===== src/rtl/data_mem_if.sv =====
// Memory-stage load/store responder: drives a word-wide byte-enabled
// req/gnt/rvalid bus, returns sign/zero-extended load data, and stalls the
// pipeline while a transfer is in flight.
// Optional macro MISALIGN_SPLIT_EN: when defined, accesses that cross a word
// boundary are split into two bus accesses; when undefined, they are rejected
// with a one-cycle misalign_o pulse and no bus traffic.
// Ports:
//   clk, rst (sync, active high)
//   req_i, mem_rw_i (1=store), mem_size_i (0=B 1=H 2/3=W), mem_unsigned_i
//   addr_i (byte address), wdata_i (rs2)
//   rdata_o (extended load data), stall_o, misalign_o
//   bus_req_o, bus_we_o, bus_addr_o, bus_be_o, bus_wdata_o
//   bus_gnt_i, bus_rvalid_i, bus_rdata_i
module data_mem_if (
  input  logic        clk,
  input  logic        rst,
  input  logic        req_i,
  input  logic        mem_rw_i,
  input  logic [1:0]  mem_size_i,
  input  logic        mem_unsigned_i,
  input  logic [31:0] addr_i,
  input  logic [31:0] wdata_i,
  output logic [31:0] rdata_o,
  output logic        stall_o,
  output logic        misalign_o,
  output logic        bus_req_o,
  output logic        bus_we_o,
  output logic [31:0] bus_addr_o,
  output logic [3:0]  bus_be_o,
  output logic [31:0] bus_wdata_o,
  input  logic        bus_gnt_i,
  input  logic        bus_rvalid_i,
  input  logic [31:0] bus_rdata_i
);

  typedef enum logic [2:0] {
    S_IDLE,
    S_ISSUE0,
    S_WAIT0,
    S_ISSUE1,
    S_WAIT1,
    S_DONE
  } state_e;

  state_e      state_q;
  logic        we_q;
  logic        uns_q;
  logic        split_q;
  logic [1:0]  size_q;
  logic [1:0]  off_q;
  logic [29:0] wbase_q;
  logic [7:0]  be_q;
  logic [63:0] wd_q;
  logic [31:0] rd0_q;
  logic [31:0] rdata_q;
`ifndef MISALIGN_SPLIT_EN
  logic        misal_q;
`endif

  // Lane placement computed from the raw request inputs.
  logic [2:0]  in_n;
  logic [3:0]  in_nmask;
  logic [7:0]  in_mask8;
  logic [63:0] in_w64;
  logic        in_split;

  always_comb begin
    in_n     = 3'd4;
    in_nmask = 4'b1111;
    case (mem_size_i)
      2'd0: begin
        in_n     = 3'd1;
        in_nmask = 4'b0001;
      end
      2'd1: begin
        in_n     = 3'd2;
        in_nmask = 4'b0011;
      end
      default: begin
        in_n     = 3'd4;
        in_nmask = 4'b1111;
      end
    endcase
    in_mask8 = {4'b0000, in_nmask} << addr_i[1:0];
    in_w64   = {32'b0, wdata_i} << {addr_i[1:0], 3'b000};
    in_split = ({1'b0, addr_i[1:0]} + in_n) > 3'd4;
  end

  // Right-align the fetched bytes, keep n bytes, then extend.
  function automatic logic [31:0] ld_ext(
    input logic [63:0] raw,
    input logic [1:0]  off,
    input logic [1:0]  size,
    input logic        uns
  );
    logic [31:0] sh;
    sh = 32'(raw >> {off, 3'b000});
    case (size)
      2'd0:    ld_ext = {{24{!uns && sh[7]}}, sh[7:0]};
      2'd1:    ld_ext = {{16{!uns && sh[15]}}, sh[15:0]};
      default: ld_ext = sh;
    endcase
  endfunction

  always_ff @(posedge clk) begin
    if (rst) begin
      state_q <= S_IDLE;
      we_q    <= 1'b0;
      uns_q   <= 1'b0;
      split_q <= 1'b0;
      size_q  <= 2'd0;
      off_q   <= 2'd0;
      wbase_q <= '0;
      be_q    <= '0;
      wd_q    <= '0;
      rd0_q   <= '0;
      rdata_q <= '0;
`ifndef MISALIGN_SPLIT_EN
      misal_q <= 1'b0;
`endif
    end else begin
      case (state_q)
        S_IDLE: begin
          if (req_i) begin
            we_q    <= mem_rw_i;
            uns_q   <= mem_unsigned_i;
            split_q <= in_split;
            size_q  <= mem_size_i;
            off_q   <= addr_i[1:0];
            wbase_q <= addr_i[31:2];
            be_q    <= in_mask8;
            wd_q    <= in_w64;
`ifdef MISALIGN_SPLIT_EN
            state_q <= S_ISSUE0;
`else
            if (in_split) begin
              state_q <= S_DONE;
              misal_q <= 1'b1;
              if (!mem_rw_i) rdata_q <= '0;
            end else begin
              state_q <= S_ISSUE0;
            end
`endif
          end
        end
        S_ISSUE0: begin
          if (bus_gnt_i) begin
            if (!we_q)        state_q <= S_WAIT0;
            else if (split_q) state_q <= S_ISSUE1;
            else              state_q <= S_DONE;
          end
        end
        S_WAIT0: begin
          if (bus_rvalid_i) begin
            rd0_q <= bus_rdata_i;
            if (split_q) begin
              state_q <= S_ISSUE1;
            end else begin
              state_q <= S_DONE;
              rdata_q <= ld_ext({32'b0, bus_rdata_i},
                                off_q, size_q, uns_q);
            end
          end
        end
        S_ISSUE1: begin
          if (bus_gnt_i) begin
            if (!we_q) state_q <= S_WAIT1;
            else       state_q <= S_DONE;
          end
        end
        S_WAIT1: begin
          if (bus_rvalid_i) begin
            state_q <= S_DONE;
            rdata_q <= ld_ext({bus_rdata_i, rd0_q},
                              off_q, size_q, uns_q);
          end
        end
        S_DONE: begin
          // A request presented here is only taken once back in IDLE.
          state_q <= S_IDLE;
`ifndef MISALIGN_SPLIT_EN
          misal_q <= 1'b0;
`endif
        end
        default: state_q <= S_IDLE;
      endcase
    end
  end

  logic acc1;
  assign acc1 = (state_q == S_ISSUE1);

  assign bus_req_o = (state_q == S_ISSUE0) || acc1;
  assign bus_we_o  = bus_req_o && we_q;

  // Second access targets the next word; the 30-bit add wraps mod 2^32.
  assign bus_addr_o  = !bus_req_o ? 32'b0 :
                       {wbase_q + {29'b0, acc1}, 2'b00};
  assign bus_be_o    = !bus_req_o ? 4'b0 :
                       acc1 ? be_q[7:4] : be_q[3:0];
  assign bus_wdata_o = !bus_req_o ? 32'b0 :
                       acc1 ? wd_q[63:32] : wd_q[31:0];

  assign stall_o = (state_q == S_ISSUE0) || (state_q == S_WAIT0) ||
                   (state_q == S_ISSUE1) || (state_q == S_WAIT1) ||
                   ((state_q == S_IDLE) && req_i);

  assign rdata_o = rdata_q;

`ifdef MISALIGN_SPLIT_EN
  assign misalign_o = 1'b0;
`else
  assign misalign_o = misal_q;
`endif

endmodule


===== config.mk =====
export PLATFORM = sky130hd
export DESIGN_NAME = data_mem_if
export DESIGN_NICKNAME = d
export VERILOG_FILES = /design/src/rtl/data_mem_if.sv
export SDC_FILE = /design/constraint.sdc
export NUM_CORES = 1
export LEC_CHECK = 0
export CAP_MARGIN = 40
export CORE_MARGIN = 3
export CORE_UTILIZATION = 45
export CTS_CLUSTER_DIAMETER = 50
export DETAILED_ROUTE_END_ITERATION = 8
export PLACE_DENSITY = 0.86
export SLEW_MARGIN = 20
export SYNTH_ARGS = -nofsm -noshare
export SYNTH_HDL_FRONTEND = slang
export SYNTH_SLANG_ARGS = --single-unit

===== constraint.sdc =====
create_clock -name clk -period 3.3 [get_ports clk]
set_clock_uncertainty 0.05 [all_clocks]
set_input_delay 0.495 -clock clk [delete_from_list [all_inputs] [get_ports clk]]
set_output_delay 0.495 -clock clk [all_outputs]
set_load 0.03 [all_outputs]

==> reports/metrics.yaml, run 1 <==
die_y_um: 151
dpl.cell_count: 1615
grt_pass1_vias: 9161
drt_wl_total_mm: 29.9
syn_area_um2: 9440
synth.avg_cell_area_um2: 7.75
cp-end-kind: "output pin"
rsz0062_at_grt: "false"
path_max_fanout: 14
drive_gt1_share_pct: 11.3
path_class: "reg -> out"
post-route-min-period_ns: 3.10
synth_top_area_share_pct: 35.6
worstReg2RegStart: "state_q[2]$_SDFFE_PP0P_"
synth_top_area_cell: "dfxtp_1"
dieArea_um2: 22800
vdd_ir_drop_max_v: 0.000469
ys_seq_area_share_pct: 35.6
worstHoldPathType: "reg -> reg"
synth_edf_count: 0
finalHoldViolations: 0
rows: 52
synth_cells: 1219
critPathRequiredTime_ns: 2.75
start_util_pct: 46.2
cellLeakagePower_nw: 4.11
drt-wirelength-per-cell_um: 18.1
grt_max_degree: 84
cp-start-kind: "flop"
grt_usage_pct: 25.5
clkLatencyLatePin_ns: 0.44
synth.area.top_cells: "dfxtp_1 (36%), nand2_1 (8.7%), mux2i_1 (8.6%)"
relSlewSlack_pct: 47.2
numCtsBuffers: 17
ys.flop_type: "dfxtp_1"
vias_per_cell: 5.90
crit_end: "bus_addr_o[28]"
clkSinkCount: 168
drt_iter0_markers: 958
final_antenna_net_count: 0
clockBufferDepth: 2
layout.nets: 1474
async_flop_share_pct: 0
cts-root-buf: "clkbuf_16"
antenna_found_initial: 0
report.final.slew_viol_count: 0
firstDrtPassIters: 5
ios: 209
core_um2: 20400
gr-total-overflow: 0
gp_congestion: 0.918
die_w_um: 151
status: "completed"
fin_crit_sh_pct: 93.9
post_cts_buffers: 0
setup_viol: 0
whs_ns: 0.403
n_antenna_cell: 0
drv_cap: 0
fin_cells: 1647
fmax_mhz: 323
num_vias: 9712
synth_warnings: 0
area.growth.synth_to_final_pct: 30.4
grt_pass1_wl_mm: 46.9
synth_seq_cells: 168
powerDensity_nw_per_um2: 555
worstMarginPinSlew_ns: 0.787
dp_hpwl_mm: 20.9
startpoint: "state_q[2]$_SDFFE_PP0P_"
cts_tree: "yes"
reg2reg_slack_ns: 0.43
reg2regPathDepth: 6
arrival_ns: 2.55
htreeDepth: 4
post_synth_num_cell_types: 53
drc: 0
path_clk_slew_ns: 0.08
r2r-end: "rdata_o[24]$_SDFFE_PP0P_"
numPortBuffers: 206
fillers: 1737
-- worst max-delay path: stages, from the launching register on --
cell     delay [ns]
dfxtp_1        0.33
inv_2          0.13
nand2_2        0.08
nor2_2         0.12
ha_2           0.21
nand3_2        0.15
nor4_4         0.33
buf_6          0.19
nand3_1        0.14
xor2_2         0.20
nor2_4         0.08
buf_4          0.16
-- Yosys cell counts (17+ instances only) --
cell type and number:
nand2_1 218, dfxtp_1 168, nor2_1 139, a21oi_1 129
clkbuf_1 87, mux2i_1 81, nand3_1 51, a311oi_1 34
nor3_1 30, mux2_2 29, o21ai_0 26, xor2_1 23
inv_1 17
-- power by group --
| part | leakage [nW] | internal, W | switching (W) | total (W) |
|---|---|---|---|---|
| Combinational | 2.44 | 0.000907 | 0.00143 | 0.00234 |
| Clock | 0.293 | 0.00102 | 0.000969 | 0.00199 |
| Sequential | 1.37 | 0.00229 | 0.000216 | 0.00250 |
| Total | 4.11 | 0.00422 | 0.00262 | 0.00684 |
-- logic make-up (layout without fill, tap and decap cells) --
| kind of cell | after synthesis | count (layout) | synth area share, % |
|---|---|---|---|
| AO/OA/AOI/OAI | 273 | 273 | 18.8 |
| XOR/XNOR | 29 | 29 | 2.69 |
| adder cells (fa/ha/maj) | 5 | 5 | 0.742 |
| buffers and inverters | 127 | 284 | 5.38 |
| flip-flops | 168 | 168 | 35.6 |
| multiplexers | 118 | 118 | 14.0 |
| other | 1 | 2 | 0.0397 |
| AND/OR/NAND/NOR | 498 | 498 | 22.7 |
-- per-stage QoR --
stage | total power [W] | setup slack (ns) | area [µm²] | setup TNS [ns] | utilization, %
after global routing | 0.00715 | 0.0274 | 12300 | 0 | 60.2
after CTS | 0.00683 | 0.0453 | 12300 | 0 | 60.2
after floorplan | 0.00403 | 0.00853 | 9520 | 0 | -
after global placement | 0.00478 | 0.122 | 11700 | 0 | 57.1
after detailed placement | 0.00484 | -0.0818 | 11700 | -0.505 | 57.2
final | 0.00684 | 0.201 | 12300 | 0 | 60.2
-- placed cells by master (no fill, tap or decap), drive strengths merged, types with 23 or more instances in the layout --
| cell | n |
|---|---|
| nand2 | 218 |
| clkdlybuf4s50 | 175 |
| dfxtp | 168 |
| nor2 | 139 |
| a21oi | 129 |
| mux2i | 81 |
| buf | 60 |
| nand3 | 51 |
| a311oi | 34 |
| nor3 | 30 |
| mux2 | 29 |
| o21ai | 26 |
| inv | 26 |
| xor2 | 23 |
-- routing by layer --
metal	global-route usage [%]	vias to the layer above	routed length, µm
li1	-	4576	-
met2	40.5	472	13900
met4	12.8	0	1440
met3	5.51	106	2450
met1	32.8	4558	12100
met5	0	-	0
-- timing repair --
action | in CTS | in global routing
setup endpoints to repair | 7 | 14
hold buffers | 0 | 0
resized for setup | 3 | 4
hold endpoints to repair | 0 | 0
-- state kept, by name, indices dropped and copies added, names as in the netlist --
signal      flops
misalign_o      1
wd_q           56
be_q            7
rdata_o        32
we_q            1
uns_q           1
split_q         1
wbase_q        30
state_q         3
size_q          2
rd0_q          32
off_q           2
-- how the worst min path moves through the flow --
| stage | startpoint | end | slack [ns] | cells past startpoint |
|---|---|---|---|---|
| final | wd_q[5]$_SDFFE_PP0P_ | wd_q[5]$_SDFFE_PP0P_ | 0.40 | 2 |
| after global routing | wd_q[53]$_SDFFE_PP0P_ | wd_q[53]$_SDFFE_PP0P_ | 0.42 | 2 |
| after CTS | wd_q[5]$_SDFFE_PP0P_ | wd_q[5]$_SDFFE_PP0P_ | 0.40 | 2 |
| after detailed placement | wd_q[5]$_SDFFE_PP0P_ | wd_q[5]$_SDFFE_PP0P_ | 0.39 | 2 |
| after global placement | be_q[3]$_SDFFE_PP0P_ | be_q[3]$_SDFFE_PP0P_ | 0.39 | 2 |
| after floorplan | be_q[3]$_SDFFE_PP0P_ | be_q[3]$_SDFFE_PP0P_ | 0.38 | 2 |
-- area by class of cell --
cell class	instances	area, µm²	share of cell area (%)
clock buffers	17	425	3.46
clock inverters	15	173	1.40
inverters	17	63.8	0.518
multi-input cells	925	5690	46.2
flip-flops and latches	168	3370	27.4
well taps	270	338	2.74
repair buffers	235	2250	18.3
No activity file was read; power rests on OpenSTA's default activity.
==> inputs of run 2 (changes only) <==
--- a/config.mk
+++ b/config.mk
@@ -11,7 +11,6 @@
 export CTS_CLUSTER_DIAMETER = 50
 export DETAILED_ROUTE_END_ITERATION = 8
 export PLACE_DENSITY = 0.86
-export SLEW_MARGIN = 20
 export SYNTH_ARGS = -nofsm -noshare
 export SYNTH_HDL_FRONTEND = slang
 export SYNTH_SLANG_ARGS = --single-unit
==> reports/metrics.yaml, run 2 (synthesis gave the netlist of run 1 again) <==
switching_share_pct: 37.2  # -1.1 points
cellLeakagePower_nw: 4.11  # about the same
clkSinkCount: 168  # unchanged
path_max_fanout: 14  # unchanged
rsz0062_at_grt: "false"
worstHoldPathType: "reg -> reg"
clkLatencyLatePin_ns: 0.43  # about the same
core_um2: 20400  # unchanged
dieArea_um2: 22800  # unchanged
setup_viol: 0  # unchanged
drive_gt1_share_pct: 11.3  # unchanged
worstReg2RegStart: "state_q[2]$_SDFFE_PP0P_"
p_int_w: 0.00434  # +3.0%
numPortBuffers: 206  # unchanged
start_util_pct: 46.2  # unchanged
hold_buffers: 0  # unchanged
post_cts_buffers: 0  # unchanged
fmax_mhz: 321  # -0.52%
drt_iter0_markers: 980  # +2.3%
min-delay-start: "wd_q[5]$_SDFFE_PP0P_"
p_switching_w: 0.00257  # -1.9%
max_stage_delay_ns: 0.32  # about the same
largest_register_ffs: 56  # unchanged
powerDensity_nw_per_um2: 560  # +0.90%
drt-wirelength-per-cell_um: 18.2  # +0.13%
reg2reg_slack_ns: 0.38  # -0.05 ns
finalHoldViolations: 0  # unchanged
die_y_um: 151  # unchanged
grt_pass1_vias: 9008  # -1.7%
worstMarginPinSlew_ns: 0.786  # -0.0000928 ns
status: "completed"
finalPower_w: 0.00691  # +1.1%
grt_max_degree: 84  # unchanged
path_class: "reg -> out"
p_comb_share_pct: 33.9  # -0.3 points
drv_cap: 0  # unchanged
drt_wl_total_mm: 29.9  # +0.19%
numCtsBuffers: 17  # unchanged
antenna_found_initial: 2  # +2
critPathRequiredTime_ns: 2.75  # about the same
rows: 52  # unchanged
post-route-min-period_ns: 3.11  # +0.0160 ns
drc: 0  # unchanged
fillers: 1740  # +0.17%
firstDrtPassIters: 5  # unchanged
min_to: "wd_q[5]$_SDFFE_PP0P_"
layout.nets: 1474  # unchanged
critPathBufInv: 3  # unchanged
grt_usage_pct: 25.2  # -0.28 points
vias_per_cell: 5.89  # -0.10%
min_path_cells: 2  # unchanged
dp_hpwl_mm: 20.9  # +0.27%
vdd_ir_drop_max_v: 0.000402  # -14%
reg2regPathDepth: 6  # unchanged
fin_cells: 1648  # +0.061%
grt_pass1_wl_mm: 46.3  # -1.1%
fin_crit_sh_pct: 94.4  # +0.49 points
slowest_stage: "dfxtp_1"
clockBufferDepth: 2  # unchanged
r2r-end: "rdata_o[24]$_SDFFE_PP0P_"
cp-end-kind: "output pin"
area.growth.synth_to_final_pct: 30.7
path_clk_slew_ns: 0.07  # about the same
ios: 209  # unchanged
relSlewSlack_pct: 47.2  # about the same
clkPwrFrac_pct: 29.9  # +0.7 points
report.final.slew_viol_count: 0  # unchanged
final_common_cell: "nand2_1"
regMostFlops: "wd_q"
die_w_um: 151  # unchanged
cts-root-buf: "clkbuf_16"
final_util_pct: 60.4  # +0.14 points
place_area_um2: 11700  # unchanged
power_frac_seq_pct: 36.2  # -0.4 points
dpl.cell_count: 1615  # unchanged
gp_congestion: 0.918  # unchanged
path_cells: "inv_2 > nand2_2 > nor2_2 > ha_2 > nand3_2 > nor4_4 > buf_6 > nand3_1 > xor2_2 > nor2_4 > buf_4"
cts_tree: "yes"
fin_area_um2: 12300  # +0.23%
final_cell_mix: "nand2_1 (217), clkdlybuf4s50_1 (175), dfxtp_1 (165)"
path_delay_family: "simple AND/OR/NAND/NOR gates"
cp-start-kind: "flop"
arrival_ns: 2.57  # +0.02 ns
gr-total-overflow: 0  # unchanged
num_vias: 9708  # -0.041%
final_antenna_net_count: 0  # unchanged
htreeDepth: 4  # unchanged
whs_ns: 0.403  # -0.000104 ns
-- run 2: cell types whose count changed in the layout (fill, tap and decap cells not counted), sizes merged --
| cell | previous run | this run |
|---|---|---|
| diode | 0 | 1 |
| clkinvlp | 0 | 1 |
| inv | 26 | 22 |
| clkbuf | 17 | 18 |
| bufinv | 0 | 2 |
-- run 2: per-layer routing --
layer	part of all wire, %	GRT usage, %	vias to the layer above
li1	-	-	4586
met5	0.030	0	-
met2	47	40.5	489
met1	41	32.6	4539
met3	8.2	5.51	92
met4	4.1	11.5	2
-- run 2: repair_timing --
action	in CTS	in global routing
gates resized for setup	3	5
endpoints found under the setup margin	9	14
cloned	0	0
pin swaps	0	1
-- run 2: power by group through the flow --
stage	Sequential (W)	Combinational, W	Clock (W)
global route	0.00253	0.00251	0.00218
finish	0.00251	0.00234	0.00207
CTS	0.00250	0.00232	0.00208
global placement	0.00252	0.00225	0
detailed placement	0.00254	0.00230	0
floorplan	0.00261	0.00141	0
-- run 2: metrics by stage --
stage | setup slack [ns] | setup TNS (ns)
5_1_grt | 0.0219 | 0
3_3_place_gp | 0.122 | 0
4_1_cts | 0.0420 | 0
3_5_place_dp | -0.107 | -0.652
2_1_floorplan | 0.00853 | 0
6_report | 0.185 | 0
-- run 2: worst max path at each step --
stage / from / end / slack, ns / depth (start not counted)
3_5_place_dp: mem_size_i[0] / rdata_o[19]$_SDFFE_PP0P_ / -0.11 / 11
6_report: state_q[2]$_SDFFE_PP0P_ / bus_addr_o[30] / 0.19 / 11
2_1_floorplan: state_q[2]$_SDFFE_PP0P_ / bus_addr_o[25] / 0.009 / 13
3_3_place_gp: mem_size_i[0] / rdata_o[19]$_SDFFE_PP0P_ / 0.12 / 11
5_1_grt: state_q[2]$_SDFFE_PP0P_ / bus_addr_o[30] / 0.02 / 11
4_1_cts: state_q[2]$_SDFFE_PP0P_ / bus_addr_o[28] / 0.04 / 11
-- run 2: worst register-to-register path: cells and delay by family, from the launching register on --
kind / cells / cell delay, ns
buf+inv: 1 / 0.23
simple gates: 2 / 1.06
flops: 1 / 0.35
compound gates: 3 / 1.14
-- run 2: final cells by class --
cell class              instances  area, µm²  area share (%)
flip-flops and latches        168       3370            27.3
clock buffers                  18        429            3.48
inverters                      17       63.8           0.517
diodes                          1       2.50          0.0203
clock inverters                14        189            1.53
repair buffers                235       2250            18.2
multi-input cells             925       5690            46.2
well taps                     270        338            2.74
==> inputs of run 3 (changes only) <==
--- a/config.mk
+++ b/config.mk
@@ -11,6 +11,7 @@
 export CTS_CLUSTER_DIAMETER = 50
 export DETAILED_ROUTE_END_ITERATION = 8
 export PLACE_DENSITY = 0.86
+export RECOVER_POWER = 50
 export SYNTH_ARGS = -nofsm -noshare
 export SYNTH_HDL_FRONTEND = slang
 export SYNTH_SLANG_ARGS = --single-unit
==> reports/metrics.yaml, run 3 (synthesis gave the netlist of run 1 again) <==
status: "finished, violations left"
violations: "slew limit"
drt_wl_total_mm: 29.8  # -0.38%
post-route-min-period_ns: 3.15  # +0.0360 ns
rsz0062_at_grt: "false"
clkPwrFrac_pct: 30.1  # +0.2 points
start_util_pct: 46.2  # unchanged
final_antenna_net_count: 0  # unchanged
cellLeakagePower_nw: 4.20  # +2.1%
slowest_stage: "clkbuf_1"
largest_register_ffs: 56  # unchanged
p_comb_share_pct: 33.5  # -0.4 points
critPathRequiredTime_ns: 3.61  # +0.86 ns
numCtsBuffers: 17  # unchanged
grt_pass1_vias: 9008  # unchanged
final_cell_mix: "nand2_1 (217), dfxtp_1 (166), clkdlybuf4s50_1 (141)"
relSlewSlack_pct: -0.441  # -48 points
num_vias: 9698  # -0.10%
grt_max_degree: 84  # unchanged
powerDensity_nw_per_um2: 558  # -0.41%
final_util_pct: 60.2  # -0.15 points
clkLatencyLatePin_ns: 0.43  # about the same
rows: 52  # unchanged
drive_gt1_share_pct: 11.1  # -0.22 points
max_stage_delay_ns: 0.93  # +0.61 ns
dpl.cell_count: 1615  # unchanged
regMostFlops: "wd_q"
post_cts_buffers: 0  # unchanged
switching_share_pct: 37.3  # +0.13 points
drt_iter0_markers: 916  # -6.5%
dp_hpwl_mm: 20.9  # unchanged
gr-total-overflow: 0  # unchanged
ios: 209  # unchanged
path_class: "reg -> reg"
drt-wirelength-per-cell_um: 18.1  # -0.38%
path_delay_family: "buffers and inverters"
cp-end-kind: "flop"
power_frac_seq_pct: 36.4  # +0.2 points
p_switching_w: 0.00256  # -0.30%
fmax_mhz: 317  # -1.1%
fin_crit_sh_pct: 95.5  # +1.1 points
final_common_cell: "nand2_1"
p_int_w: 0.00431  # -0.87%
die_y_um: 151  # unchanged
finalHoldViolations: 0  # unchanged
worstMarginPinSlew_ns: 1.51  # +0.720 ns
htreeDepth: 4  # unchanged
drc: 0  # unchanged
vdd_ir_drop_max_v: 0.000402  # -0.16%
grt_usage_pct: 25.2  # unchanged
die_w_um: 151  # unchanged
fillers: 1745  # +0.29%
clockBufferDepth: 2  # unchanged
gp_congestion: 0.918  # unchanged
antenna_found_initial: 2  # unchanged
core_um2: 20400  # unchanged
grt_pass1_wl_mm: 46.3  # unchanged
area.growth.synth_to_final_pct: 30.3
firstDrtPassIters: 5  # unchanged
drv_cap: 0  # unchanged
report.final.slew_viol_count: 83  # +83
path_max_fanout: 40  # +26
layout.nets: 1474  # unchanged
cp-start-kind: "flop"
fin_cells: 1648  # unchanged
cts_tree: "yes"
numPortBuffers: 206  # unchanged
cts-root-buf: "clkbuf_16"
setup_viol: 0  # unchanged
path_cells: "buf_4 > nor3b_2 > clkbuf_1 > and2_1 > clkbuf_4 > nand2_1 > a21oi_1"
hold_buffers: 0  # unchanged
vias_per_cell: 5.88  # -0.10%
path_clk_slew_ns: 0.07  # about the same
clkSinkCount: 168  # unchanged
dieArea_um2: 22800  # unchanged
arrival_ns: 3.46  # +0.89 ns
worstHoldPathType: "reg -> reg"
critPathBufInv: 3  # unchanged
==> run 3: cell types whose count changed in the layout (fill, tap and decap cells not counted) <==
cell / delta
clkdlybuf4s50_1: -34
dlygate4sd3_1: +34
buf_4: -2
clkbuf_1: +2
buf_12: -1
buf_2: +1
buf_8: -1
clkbuf_4: +1
dfxtp_1: +1
dfxtp_2: -1
==> run 3: area by class of cell <==
cell class | count | area (µm²) | area share (%)
Multi-Input combinational cell | 925 | 5690 | 46.3
Sequential cell | 168 | 3370 | 27.4
Timing Repair Buffer | 235 | 2220 | 18.0
Clock buffer | 18 | 429 | 3.49
Tap cell | 270 | 338 | 2.75
Clock inverter | 14 | 189 | 1.54
Inverter | 17 | 63.8 | 0.519
Antenna cell | 1 | 2.50 | 0.0203
==> run 3: repair_timing <==
action                                  in CTS  in global routing
gates resized for setup                      3                  5
cloned                                       0                  0
endpoints found under the setup margin       9                 14
pin swaps                                    0                  1
endpoints found under the hold margin        0                  0
==> run 3: through the flow <==
step           cell area, µm²  hold slack, ns  worst slack (ns)  setup TNS [ns]  power (W)
3_5_place_dp            11700           0.393            -0.107          -0.652    0.00484
5_1_grt                 12300           0.419            0.0205               0    0.00718
6_report                12300           0.402             0.149               0    0.00687
4_1_cts                 12300           0.403            0.0420               0    0.00690
2_1_floorplan            9520           0.377           0.00853               0    0.00403
3_3_place_gp            11700           0.386             0.122               0    0.00478
==> run 3: tightest hold or removal path: stages (launching register included) <==
cell and delay, ns:
dfxtp_1 0.31, nand2_1 0.05, a21oi_1 0.05
==> run 3: worst paths after layout <==
kind / start / endpoint / slack (ns) / cells after the start
worst max register to register: state_q[1]$_SDFFE_PP0P_ / rd0_q[20]$_SDFFE_PP0P_ / 0.15 / 7
worst max-delay path: state_q[1]$_SDFFE_PP0P_ / rd0_q[20]$_SDFFE_PP0P_ / 0.15 / 7
worst min-delay path: wd_q[5]$_SDFFE_PP0P_ / wd_q[5]$_SDFFE_PP0P_ / 0.40 / 2
worst min register to register: wd_q[5]$_SDFFE_PP0P_ / wd_q[5]$_SDFFE_PP0P_ / 0.40 / 2
==> run 3: power by group through the flow <==
stage                     clock network, W  registers (W)  logic (W)
after floorplan                          0        0.00261    0.00141
after global placement                   0        0.00252    0.00225
after detailed placement                 0        0.00254    0.00230
after global routing               0.00218        0.00253    0.00247
final                              0.00207        0.00250    0.00230
after CTS                          0.00208        0.00250    0.00232
==> run 3: per-layer routing <==
layer / GRT usage [%] / routed length [µm] / up-vias
met5: 0 / 9 / -
met4: 11.5 / 1280 / 2
met3: 5.51 / 2500 / 96
met2: 40.5 / 13900 / 462
met1: 32.6 / 12100 / 4549
li1: - / - / 4589
==> edit 1: new RTL, config.mk and constraints of run 1 <==
Re-encode `state_e` (6 states) as one-hot, 6 bits wide.
--- a/src/rtl/data_mem_if.sv
+++ b/src/rtl/data_mem_if.sv
@@ -33,13 +33,13 @@
   input  logic [31:0] bus_rdata_i
 );
 
-  typedef enum logic [2:0] {
-    S_IDLE,
-    S_ISSUE0,
-    S_WAIT0,
-    S_ISSUE1,
-    S_WAIT1,
-    S_DONE
+  typedef enum logic [5:0] {
+    S_IDLE   = 6'b000001,
+    S_ISSUE0 = 6'b000010,
+    S_WAIT0  = 6'b000100,
+    S_ISSUE1 = 6'b001000,
+    S_WAIT1  = 6'b010000,
+    S_DONE   = 6'b100000
   } state_e;
 
   state_e      state_q;
Formal check against the unedited RTL: no difference found for any inputs over 4 cycles, from zero or initial values and one cycle with rst high; so few cycles prove little.
==> edit 1 against run 1 <==
Routed wire length down 0.92%; critical path type unchanged; sequential cell count up 3; utilization up 2.5 points; sequential share of layout area fell by 0.43 points; worst setup slack worse by 0.18 ns; count of clock-buffer cells in the layout did not move; power up 21%; synthesized area is 1.3% lower; final area is 3.4% higher.
==> edit 1: results (changes against run 1) <==
[global_route]
groute.layer.met3.usage_pct = 5.81  ; +0.31 points
grt_pass1_vias = 8870  ; -3.2%
grt_util_met2_pct = 40.5  ; about the same
track_usage_pct = 25.4  ; -0.14 points
met1_usage_pct = 33.5  ; +0.73 points
grt_pass1_wl_um = 46300  ; -1.3%
grt_max_degree = 82  ; -2.4%

[layout]
num-fill-cells = 1634  ; -5.9%
seq_share_pct = 26.9  ; -0.43 points
final_util_pct = 62.7  ; +2.5 points
clock_cell_area_share_pct = 4.74  ; -0.12 points
nNonClkInverters = 8  ; -9
multi_input_area_um2 = 5680  ; -0.15%
post_route_cells_drive_above_1_share_pct = 16.0  ; +4.6 points
n_all_buffers = 260  ; +11%

[route]
wl_met2_um = 14000  ; +0.76%
wl_met1_um = 12100  ; about the same
num_vias = 9749  ; +0.38%
wl_met3_um = 2480  ; +1.3%
viasPerCell = 5.79  ; -1.9%

[worst_setup_path]
slowest_stage = or3_4
rr_endpoint = rdata_o[17]
r2r_slack_ns = 0.51  ; +0.08 ns
path_max_fanout = 6  ; -8
r2r_cells = 8  ; +2
cp-endpoint = bus_addr_o[11]
reg2reg_from = state_q[3]
arrival_ns = 2.73  ; +0.18 ns

[worst_hold_path]
holdPathEnd = wd_q[42]
min_from = wd_q[42]

[sta]
worst_slew_pin_slew_ns = 0.786  ; -0.000112 ns

[placement]
dpl.cell_count = 1643  ; +1.7%
placedInstanceArea_um2 = 11800  ; +1.2%
gp_congestion = 0.935  ; +1.9%

[yosys]
synth.distinct_cells = 58  ; +9.4%
synthTopCellsByCount = nand2_1 (269), dfxtp_1 (171), a21oi_1 (143), nor2_1 (122), clkbuf_1 (84)
syn-cell-area_um2 = 9320  ; -1.3%
synthTopCellsByArea = dfxtp_1 (37%), nand2_1 (11%), a21oi_1 (7.7%), mux2i_1 (4.9%), nor2_1 (4.9%)

[status]
status = finished clean

[power]
leakagePower_nw = 4.49  ; +9.3%

[edit 1: cell types whose count changed in the layout (fill, tap and decap cells not counted), sizes merged, moves of 16 or more]
| cell | run 1 | this run |
|---|---|---|
| a22o | 0 | 27 |
| nor2 | 139 | 122 |
| buf | 60 | 100 |
| mux2i | 81 | 46 |
| nand2 | 218 | 269 |
| o21ai | 26 | 10 |
| clkdlybuf4s50 | 175 | 156 |
| a311oi | 34 | 16 |
[edit 1: what timing repair did]
| item | 4_1_cts | 5_1_grt |
|---|---|---|
| gates resized for setup | 12 | 39 |
| pin swaps | 2 | 8 |
| endpoints found under the setup margin | 20 | 61 |
| gates cloned | 0 | 1 |
| buffers inserted | 1 | 7 |
[edit 1: where the power goes]
part | switching [mW] | leakage (nW) | internal [mW] | total [mW]
clock | 0.905 | 0.293 | 1.15 | 2.05
sequential | 0.366 | 1.40 | 2.48 | 2.85
combinational | 1.96 | 2.80 | 1.41 | 3.37
[edit 1: kinds of logic (layout without fill, tap and decap cells)]
logic type | after synthesis | after routing | synth area share [%]
AOI/OAI and AO/OA | 272 | 272 | 18.8
buffers and inverters | 113 | 300 | 4.77
other | 1 | 2 | 0.0402
and+or+nand+nor | 546 | 546 | 25.6
muxes | 88 | 88 | 10.4
xor gates and xnor gates | 31 | 31 | 2.91
DFF | 171 | 171 | 36.7
adders and majority gates | 5 | 5 | 0.752
[edit 1: metrics by stage]
step | setup slack (ns) | hold WS [ns]
detailed placement | -0.440 | 0.394
floorplan | 0.0189 | 0.377
finish | 0.0212 | 0.400
global route | -0.127 | 0.419
global placement | -0.370 | 0.387
CTS | 0.00614 | 0.403
[edit 1: worst min-delay path, delay by kind of cell (launching register included)]
kind / cells / cell delay [ns]
AOI/OAI and AO/OA: 1 / 0.05
DFF: 1 / 0.31
and+or+nand+nor: 1 / 0.05
==> edit 2: new RTL, settings of run 1 <==
Without the edit above. Build with the macro `MISALIGN_SPLIT_EN` defined.
--- a/src/rtl/data_mem_if.sv
+++ b/src/rtl/data_mem_if.sv
@@ -11,6 +11,8 @@
 //   rdata_o (extended load data), stall_o, misalign_o
 //   bus_req_o, bus_we_o, bus_addr_o, bus_be_o, bus_wdata_o
 //   bus_gnt_i, bus_rvalid_i, bus_rdata_i
+`define MISALIGN_SPLIT_EN
+
 module data_mem_if (
   input  logic        clk,
   input  logic        rst,
Formal check against the unedited RTL: not equivalent (Yosys sat finds a counterexample within 4 cycles, from zero or initial values and one cycle with rst high).
==> edit 2 against run 1 <==
Sequential cell count is 1 lower; synthesized area shrank 1.1%; sequential power fell by 6%; worst setup slack got worse by 0.025 ns; global-route usage is 0.96 points lower; final area shrank 1.1%; largest cell class unchanged; routed wire length fell by 3.7%; power fell by 11%.
==> edit 2: results (changes against run 1) <==
[status]
status = finished clean

[clocking]
numCtsBuffers = 17  ; unchanged
postCtsSetupBuffers = 0  ; unchanged
clk_pin_slew_ns = 0.07
cts_htree_levels = 4  ; unchanged
insertion_delay_ns = 0.42  ; -0.02 ns
clockBufferDepth = 2  ; unchanged
cts_root_buffer = clkbuf_16

[yosys]
synth.distinct_cells = 56  ; +5.7%
yosysWarnings = 0  ; unchanged
syn_inst = 1183  ; -3.0%
ys_async_sr_fraction_pct = 0  ; unchanged
synthTopCellsByCount = nand2_1 (256), dfxtp_1 (167), nor2_1 (124), a21oi_1 (122), mux2i_1 (85)
synth_flop_cell = dfxtp_1
synthTopCellsByArea = dfxtp_1 (36%), nand2_1 (10%), mux2i_1 (9.1%), a21oi_1 (6.5%), nor2_1 (5.0%)
ys_seq_area_share_pct = 35.8  ; +0.18 points

[route]
drc = 0  ; unchanged
post_drt_wl_per_cell_um = 17.8  ; -2.1%
viasPerCell = 5.91  ; +0.22%
drtIter0Drc = 942  ; -1.7%
routed_wl_um = 28800  ; -3.7%

[placement]
gp_congestion = 0.937  ; +2.0%
pre_cts_slack_ns = 0.527  ; +0.609 ns
dp_hpwl_um = 20000  ; -4.2%
numPortBuffers = 205  ; -0.49%

[power]
leakagePower_nw = 4.26  ; +3.7%
peakVddDrop_uv = 369  ; -21%
sw_frac_of_total_pct = 34.4  ; -3.9 points

[global_route]
grt_max_degree = 60  ; -29%
antenna_found_initial = 2  ; +2
grt_pass1_wl_um = 44900  ; -4.2%
track_usage_pct = 24.6  ; -0.96 points
grt_pass1_vias = 8928  ; -2.5%

[sta]
setup_viol_count_final = 0  ; unchanged
worst_hold_slack_ns = 0.393  ; -0.0102 ns
worst_slew_pin_slew_ns = 0.772  ; -0.0144 ns
finalCritPeriodShare_pct = 94.7  ; +0.75 points

[worst_setup_path]
rr_endpoint = rdata_o[28]
r2r_cells = 6  ; unchanged
cp-start-kind = register
cp_top_family = buffers and inverters
path_max_fanout = 38  ; +24
arrival_ns = 2.58  ; +0.03 ns
r2r_slack_ns = 0.62  ; +0.19 ns
critPathMaxStageDelay_ns = 0.76  ; +0.43 ns
reg2reg_from = state_q[1]
slowest_stage = clkdlybuf4s50_1
cp-endpoint = stall_o

[layout]
post_route_cells_drive_above_1_share_pct = 11.5  ; +0.17 points
nNetsFinal = 1445  ; -2.0%
num-fill-cells = 1784  ; +2.7%
largest_register_ffs = 56  ; unchanged

[worst_hold_path]
min_from = rdata_o[23]
holdPathEnd = rdata_o[23]
hold_depth = 2  ; unchanged
hold_class = reg2reg

edit 2: metal layers:
| layer | track usage [%] | vias to the layer above | routed length (um) |
|---|---|---|---|
| met5 | 0 | - | 13 |
| met2 | 41.2 | 495 | 13700 |
| met3 | 5.51 | 83 | 2670 |
| met4 | 8.69 | 2 | 856 |
| li1 | - | 4482 | - |
| met1 | 31.0 | 4512 | 11600 |
edit 2: kinds of logic after synthesis:
| kind of cell | synth area share, % |
|---|---|
| xor gates and xnor gates | 2.53 |
| and+or+nand+nor | 22.5 |
| DFF | 35.8 |
| buffers and inverters | 4.84 |
| muxes | 15.9 |
| adders and majority gates | 0.750 |
| AOI/OAI and AO/OA | 17.7 |
| other | 0.0402 |
edit 2: power by group through the flow:
stage | registers, mW | clock network, mW | logic [mW]
final | 2.35 | 1.97 | 1.76
after global routing | 2.37 | 2.07 | 1.90
after CTS | 2.35 | 1.99 | 1.75
after detailed placement | 2.39 | 0 | 1.74
after global placement | 2.39 | 0 | 1.71
after floorplan | 2.39 | 0 | 1.15
edit 2: layout make-up:
type                    instances  area share (%)
clock buffers                  18            3.61
well taps                     270            2.78
multi-input cells             908            46.4
clock inverters                14            1.14
inverters                       9           0.278
repair buffers                232            18.3
diodes                          2          0.0411
flip-flops and latches        167            27.5
edit 2: through the flow:
| step | power (mW) | cell area [um^2] |
|---|---|---|
| after floorplan | 3.53 | 9410 |
| after global placement | 4.10 | 11600 |
| after detailed placement | 4.13 | 11600 |
| after CTS | 6.09 | 12100 |
| after global routing | 6.35 | 12200 |
| final | 6.08 | 12200 |
edit 2: what timing repair did:
action	in CTS	in global routing
resized for setup	0	2
endpoints found under the setup margin	0	2
hold buffers	0	0
